<file path="src/rtl/uart_pkg.sv">
// Shared definitions for the UART transmit path: FSM states, frame constants
// and the clock-to-baud divider helper.
package uart_pkg;

   localparam int   DATA_BITS  = 8;
   localparam logic IDLE_LEVEL = 1'b1;

   typedef enum logic [2:0] {
      IDLE,
      START,
      DATA,
      PARITY,
      STOP
   } tx_state_t;

   // Cycles per bit period; integer divide, so the line rate rounds up slightly.
   function automatic int baud_div(input int clk_hz, input int baud);
      return clk_hz / baud;
   endfunction

endpackage

</file>
<file path="src/rtl/byte_fifo.sv">
// Synchronous byte queue with free-wrapping pointers and an occupancy counter.
// Pushes while full are ignored even when a pop happens on the same edge.
module byte_fifo #(
   parameter int WIDTH = 8,
   parameter int DEPTH = 16,
   parameter int CNT_W = $clog2(DEPTH) + 1
) (
   input  logic             clk,
   input  logic             rst,
   input  logic             push,
   input  logic [WIDTH-1:0] push_data,
   input  logic             pop,
   output logic [WIDTH-1:0] pop_data,
   output logic             full,
   output logic             empty,
   output logic [CNT_W-1:0] count
);

   localparam int PTR_W = $clog2(DEPTH);

   logic [WIDTH-1:0] mem [DEPTH];
   logic [PTR_W-1:0] wr_ptr;
   logic [PTR_W-1:0] rd_ptr;
   logic             do_push;
   logic             do_pop;

   assign full     = (count == CNT_W'(DEPTH));
   assign empty    = (count == '0);
   assign do_push  = push && !full;
   assign do_pop   = pop && !empty;
   assign pop_data = mem[rd_ptr];

   // NOTE: the storage array is deliberately not reset; the pointers and count
   // alone decide which entries are valid, so clearing them empties the queue.
   always_ff @(posedge clk) begin
      if (do_push) begin
         mem[wr_ptr] <= push_data;
      end
   end

   // NOTE: sequential state is assigned with <= only, so every register here
   // sees the pre-edge values of its neighbours regardless of statement order.
   always_ff @(posedge clk) begin
      if (rst) begin
         wr_ptr <= '0;
         rd_ptr <= '0;
         count  <= '0;
      end else begin
         if (do_push) begin
            wr_ptr <= wr_ptr + PTR_W'(1);
         end
         if (do_pop) begin
            rd_ptr <= rd_ptr + PTR_W'(1);
         end
         case ({do_push, do_pop})
            2'b10:   count <= count + CNT_W'(1);
            2'b01:   count <= count - CNT_W'(1);
            default: count <= count;
         endcase
      end
   end

endmodule

</file>
<file path="src/rtl/buffered_uart_tx.sv">
// FIFO-buffered UART transmitter: queued bytes leave back-to-back as 8N1 frames.
// Define UART_TX_PARITY_EN to insert an even-parity bit between data and stop.
module buffered_uart_tx
   import uart_pkg::*;
#(
   parameter int CLK_FREQUENCY = 100_000_000,
   parameter int BAUD_RATE     = 9600,
   parameter int FIFO_DEPTH    = 16,
   parameter int CNT_W         = $clog2(FIFO_DEPTH) + 1
) (
   input  logic             clk,
   input  logic             rst,
   input  logic [7:0]       tx_data,
   input  logic             tx_valid,
   output logic             tx_ready,
   output logic             dout,
   output logic             busy,
   output logic [CNT_W-1:0] fill,
   output logic             overflow
);

   localparam int BAUD_DIV = baud_div(CLK_FREQUENCY, BAUD_RATE);
   localparam int BAUD_W   = (BAUD_DIV > 1) ? $clog2(BAUD_DIV) : 1;
   localparam int BIT_W    = $clog2(DATA_BITS);

   localparam logic [BAUD_W-1:0] BAUD_LAST = BAUD_W'(BAUD_DIV - 1);
   localparam logic [BIT_W-1:0]  BIT_LAST  = BIT_W'(DATA_BITS - 1);

   tx_state_t            state_q;
   tx_state_t            state_d;
   logic [BAUD_W-1:0]    baud_q;
   logic [BAUD_W-1:0]    baud_d;
   logic [BIT_W-1:0]     bit_q;
   logic [BIT_W-1:0]     bit_d;
   logic [DATA_BITS-1:0] shift_q;
   logic [DATA_BITS-1:0] shift_d;
   logic                 dout_q;
   logic                 dout_d;
   logic                 overflow_q;
   logic                 baud_end;

   logic                 fifo_pop;
   logic [7:0]           fifo_head;
   logic                 fifo_full;
   logic                 fifo_empty;
   logic [CNT_W-1:0]     fifo_count;

   byte_fifo #(
      .WIDTH (8),
      .DEPTH (FIFO_DEPTH),
      .CNT_W (CNT_W)
   ) u_fifo (
      .clk       (clk),
      .rst       (rst),
      .push      (tx_valid),
      .push_data (tx_data),
      .pop       (fifo_pop),
      .pop_data  (fifo_head),
      .full      (fifo_full),
      .empty     (fifo_empty),
      .count     (fifo_count)
   );

   assign baud_end = (baud_q == BAUD_LAST);

   always_ff @(posedge clk) begin
      if (rst) begin
         state_q    <= IDLE;
         baud_q     <= '0;
         bit_q      <= '0;
         shift_q    <= '0;
         dout_q     <= IDLE_LEVEL;
         overflow_q <= 1'b0;
      end else begin
         state_q <= state_d;
         baud_q  <= baud_d;
         bit_q   <= bit_d;
         shift_q <= shift_d;
         dout_q  <= dout_d;
         if (tx_valid && fifo_full) begin
            overflow_q <= 1'b1;
         end
      end
   end

   // NOTE: every output of this block gets a default first, so no path can
   // leave a signal unassigned and infer a latch.
   always_comb begin
      state_d  = state_q;
      baud_d   = baud_q;
      bit_d    = bit_q;
      shift_d  = shift_q;
      fifo_pop = 1'b0;

      // The divider only runs inside a frame, so timing is anchored to the pop.
      if (state_q != IDLE) begin
         baud_d = baud_end ? '0 : baud_q + BAUD_W'(1);
      end

      case (state_q)
         IDLE: begin
            if (!fifo_empty) begin
               fifo_pop = 1'b1;
               shift_d  = fifo_head;
               baud_d   = '0;
               state_d  = START;
            end
         end
         START: begin
            if (baud_end) begin
               bit_d   = '0;
               state_d = DATA;
            end
         end
         DATA: begin
            if (baud_end) begin
               if (bit_q == BIT_LAST) begin
`ifdef UART_TX_PARITY_EN
                  state_d = PARITY;
`else
                  state_d = STOP;
`endif
               end else begin
                  bit_d = bit_q + BIT_W'(1);
               end
            end
         end
`ifdef UART_TX_PARITY_EN
         PARITY: begin
            if (baud_end) begin
               state_d = STOP;
            end
         end
`endif
         STOP: begin
            if (baud_end) begin
               if (!fifo_empty) begin
                  fifo_pop = 1'b1;
                  shift_d  = fifo_head;
                  state_d  = START;
               end else begin
                  state_d = IDLE;
               end
            end
         end
         default: begin
            state_d = IDLE;
         end
      endcase
   end

   // Line level is decoded from the next state so the registered pin changes
   // on the same edge as the state it belongs to.
   always_comb begin
      dout_d = IDLE_LEVEL;
      case (state_d)
         START:   dout_d = 1'b0;
         DATA:    dout_d = shift_d[bit_d];
`ifdef UART_TX_PARITY_EN
         PARITY:  dout_d = ^shift_d;
`endif
         default: dout_d = IDLE_LEVEL;
      endcase
   end

   assign tx_ready = !fifo_full;
   assign dout     = dout_q;
   assign busy     = (state_q != IDLE);
   assign fill     = fifo_count;
   assign overflow = overflow_q;

endmodule

</file>
<file path="config.mk">
export PLATFORM = sky130hd
export DESIGN_NAME = buffered_uart_tx
export DESIGN_NICKNAME = d
export VERILOG_FILES = /design/src/rtl/uart_pkg.sv /design/src/rtl/byte_fifo.sv /design/src/rtl/buffered_uart_tx.sv
export SDC_FILE = /design/constraint.sdc
export NUM_CORES = 1
export LEC_CHECK = 0
export BUFFER_PORTS_ARGS = -buffer_cell sky130_fd_sc_hd__buf_4
export CORE_MARGIN = 2
export CORE_UTILIZATION = 62
export DETAILED_ROUTE_END_ITERATION = 8
export GPL_ROUTABILITY_DRIVEN = 0
export PLACE_DENSITY_LB_ADDON = 0.15
export SLEW_MARGIN = 20
export SYNTH_ARGS = -nofsm -noshare
export SYNTH_HDL_FRONTEND = slang
export SYNTH_HIERARCHICAL = 1
export SYNTH_SLANG_ARGS = --single-unit
</file>
<file path="constraint.sdc">
create_clock -name clk -period 4.55 [get_ports clk]
set_clock_uncertainty 0.2 [all_clocks]
set_input_delay 0.455 -clock clk [delete_from_list [all_inputs] [get_ports clk]]
set_output_delay 0.455 -clock clk [all_outputs]
set_load 0.01 [all_outputs]
</file>
==> impl_metrics.env <==
export IMPL_rsz0062_at_grt="false"
export IMPL_syn2layout_area_growth_pct=11.7
export IMPL_grt_pass1_wl_um=22200
export IMPL_clockBufferDepth=2
export IMPL_async_reset_ff_share_pct=0
export IMPL_multiInputGateArea_um2=2510
export IMPL_synthTopCellsByArea="edfxtp_1 (51%), dfxtp_1 (13%), mux4_1 (9.8%), mux4_2 (3.6%), nor2_1 (2.4%)"
export IMPL_clk_pin_slew_ns=0.07
export IMPL_fin_crit_sh_pct=82.4
export IMPL_seqCellArea_um2=4790
export IMPL_r2r_start="u_fifo/count[0]$_SDFFE_PP0P_"
export IMPL_synth_area_per_cell_um2=15.2
export IMPL_fp_dieArea_um2=13000
export IMPL_maxCapViolCount=0
export IMPL_die_x_um=114
export IMPL_yosysTopAreaCellShare_pct=51.3
export IMPL_post_cts_buffers=0
export IMPL_nFillCells=824
export IMPL_ys_warn_count=6
export IMPL_vdd_drop_max_uv=350
export IMPL_syn_nets=514
export IMPL_hold_viol=0
export IMPL_worst_skew_pair_late_latency_ns=0.43
export IMPL_htreeDepth=4
export IMPL_cts_sinks=175
export IMPL_min_period_ns=3.75
export IMPL_grt_pass1_vias=4207
export IMPL_outcome="complete, no violations"
export IMPL_num_rows=40
export IMPL_drive_above_1_share_pct=15.7
export IMPL_slew_headroom_pct=35.7
export IMPL_grtUsageTotal_pct=23.2
export IMPL_min_path_type="in2reg"
export IMPL_final_area_um2=8370
export IMPL_synth_yosys_seq_area_share_pct=63.9
export IMPL_synth_edff_count=128
export IMPL_start_util_pct=62.9
export IMPL_cp_max_fo=12
export IMPL_p_per_area_nw_per_um2=524
export IMPL_antenna_cells=0
export IMPL_synth_largest_area_cell="edfxtp_1"
export IMPL_die_height_um=114
export IMPL_synthCells=493
export IMPL_drt_iter0_drc=468
export IMPL_via_per_inst=6.14
export IMPL_wirelength_um=13600
export IMPL_finalMaxSlewViolations=0
export IMPL_cts_hold_buf=0
export IMPL_syn_area_um2=7490
export IMPL_cts_resized=0
export IMPL_finish_utilization_pct=70.2
export IMPL_total_power_uw=4380
export IMPL_cellLeakagePower_uw=0.00279
export IMPL_place_area_um2=7760
export IMPL_numCtsBuffers=17
export IMPL_r2r_end="u_fifo/count[2]$_SDFFE_PP0P_"
export IMPL_arrival_ns=3.91
export IMPL_nNetsFinal=537
export IMPL_drc=0
export IMPL_ys_flop_type="edfxtp_1"
export IMPL_portBuffers=19
export IMPL_setup_tns_ns=0
export IMPL_ioPinCount=20
export IMPL_cts_root_buf="clkbuf_16"
export IMPL_overflow=0
export IMPL_grt_max_degree=40
export IMPL_core_um2=11900
export IMPL_antenna_found_initial=0
export IMPL_worstHoldEndpoint="u_fifo/mem[10][4]$_DFFE_PP_"
export IMPL_clock_fmax_mhz=267
export IMPL_wl_per_cell_um=20.2
export IMPL_cts_tree="done"
export IMPL_worstPathRequired_ns=4.71
export IMPL_rr_worst_depth=13
export IMPL_synth_seq_cells=175
export IMPL_postRouteAntennaNets=0
export IMPL_ff2ff_setup_slack_ns=0.80
export IMPL_crit_path_end_kind="flip-flop"
export IMPL_hold_depth=1
export IMPL_hold_start="tx_data[4]"
export IMPL_vias=4144
export IMPL_holdWs_ns=0.122
export IMPL_setup_violations=0
export IMPL_synth_cell_types=62
export IMPL_dp_hpwl_um=8900
export IMPL_tightest_slew_ns=0.963
export IMPL_crit_type="reg2reg"
export IMPL_cp_start_kind="flip-flop"
export IMPL_drt_first_pass_iters=5
synthesized netlist by cell type (all sizes together) (2+ instances only):
cell type	number
or3	5
clkinv	2
nor2b	3
and3	2
nor3	15
nand3	5
nand3b	4
mux4	40
inv	13
a31oi	3
nand4	6
o211ai	8
ha	10
buf	11
o21a	5
clkbuf	14
dfxtp	47
nand4b	2
a21oi	20
o21ai	8
a2111oi	2
edfxtp	128
a22oi	3
or4	4
nand2b	7
xor2	16
mux2i	7
nand2	33
xnor2	3
nor2	47
a21o	2
logic make-up (layout without fill, tap and decap cells):
| kind of cell | Yosys count | in the layout | synth area share [%] |
|---|---|---|---|
| flops | 175 | 175 | 63.9 |
| xor+xnor | 19 | 19 | 2.22 |
| buf+inv | 40 | 75 | 2.56 |
| mux | 47 | 47 | 14.4 |
| compound gates | 61 | 61 | 5.93 |
| simple gates | 141 | 141 | 9.36 |
| fa+ha+maj | 10 | 10 | 1.67 |
critical path, stage by stage (launching register included):
cell and delay (ns):
dfxtp_1 0.37, or4_1 0.71, nor2_1 0.34, nor3_1 0.10, o21ai_1 0.13, clkinv_1 0.15
o21ai_4 0.11, inv_1 0.07, ha_1 0.33, xor2_1 0.20, ha_1 0.23, o21a_1 0.20
or4_1 0.40, a21oi_1 0.15
worst max-delay path by stage:
stage	start	endpoint	slack (ns)	cells after the start
floorplan	u_fifo/count[0]$_SDFFE_PP0P_	u_fifo/count[2]$_SDFFE_PP0P_	0.83	15
global placement	u_fifo/count[0]$_SDFFE_PP0P_	u_fifo/count[2]$_SDFFE_PP0P_	0.93	13
detailed placement	u_fifo/count[0]$_SDFFE_PP0P_	u_fifo/count[2]$_SDFFE_PP0P_	0.84	13
CTS	u_fifo/count[0]$_SDFFE_PP0P_	u_fifo/count[2]$_SDFFE_PP0P_	0.80	13
global route	u_fifo/count[0]$_SDFFE_PP0P_	u_fifo/count[2]$_SDFFE_PP0P_	0.53	13
finish	u_fifo/count[0]$_SDFFE_PP0P_	u_fifo/count[2]$_SDFFE_PP0P_	0.80	13
layout make-up:
| cell class | instances | share of cell area, % |
|---|---|---|
| Clock buffer | 18 | 5.13 |
| Clock inverter | 13 | 2.14 |
| Inverter | 15 | 0.688 |
| Multi-Input combinational cell | 278 | 30.0 |
| Sequential cell | 175 | 57.2 |
| Tap cell | 147 | 2.20 |
| Timing Repair Buffer | 29 | 2.60 |
registers in the layout, indices dropped and copies added, names as in the netlist, named ones only:
name and flops:
bit_q 3, overflow 1, u_fifo/wr_ptr 4, shift_q 8, u_fifo/rd_ptr 4, state_q 3
u_fifo/count 5, u_fifo/mem 128, baud_q 14, dout 1
stage by stage:
stage	cells	setup slack, ns
detailed placement	644	0.838
global route	675	0.531
finish	675	0.800
floorplan	493	0.832
global placement	644	0.930
CTS	675	0.801
per-layer routing:
layer	vias to the layer above	routed length [µm]	track usage, %
met1	2079	5910	29.5
met2	89	7080	39.2
met5	-	0	0
li1	1965	-	-
met4	0	150	8.78
met3	11	503	5.42
cells in the final DEF (no fill, tap or decap), drive strengths merged, types with 3 or more instances in the layout:
cell type and count:
a21oi 20, a22oi 3, a31oi 3, buf 29
bufinv 3, clkbuf 18, clkinv 4, dfxtp 47
edfxtp 128, ha 10, inv 19, mux2i 7
mux4 40, nand2 33, nand2b 7, nand3 5
nand3b 4, nand4 6, nor2 47, nor2b 3
nor3 15, o211ai 8, o21a 5, o21ai 8
or3 5, or4 4, xnor2 3, xor2 16
report_power, final:
| group | switching, µW | internal (µW) | leakage [µW] | total, µW |
|---|---|---|---|---|
| sequential | 126 | 1820 | 0.00154 | 1940 |
| clock | 618 | 876 | 0.000293 | 1490 |
| combinational | 506 | 439 | 0.000960 | 945 |
(Power assumes the default switching activity.)
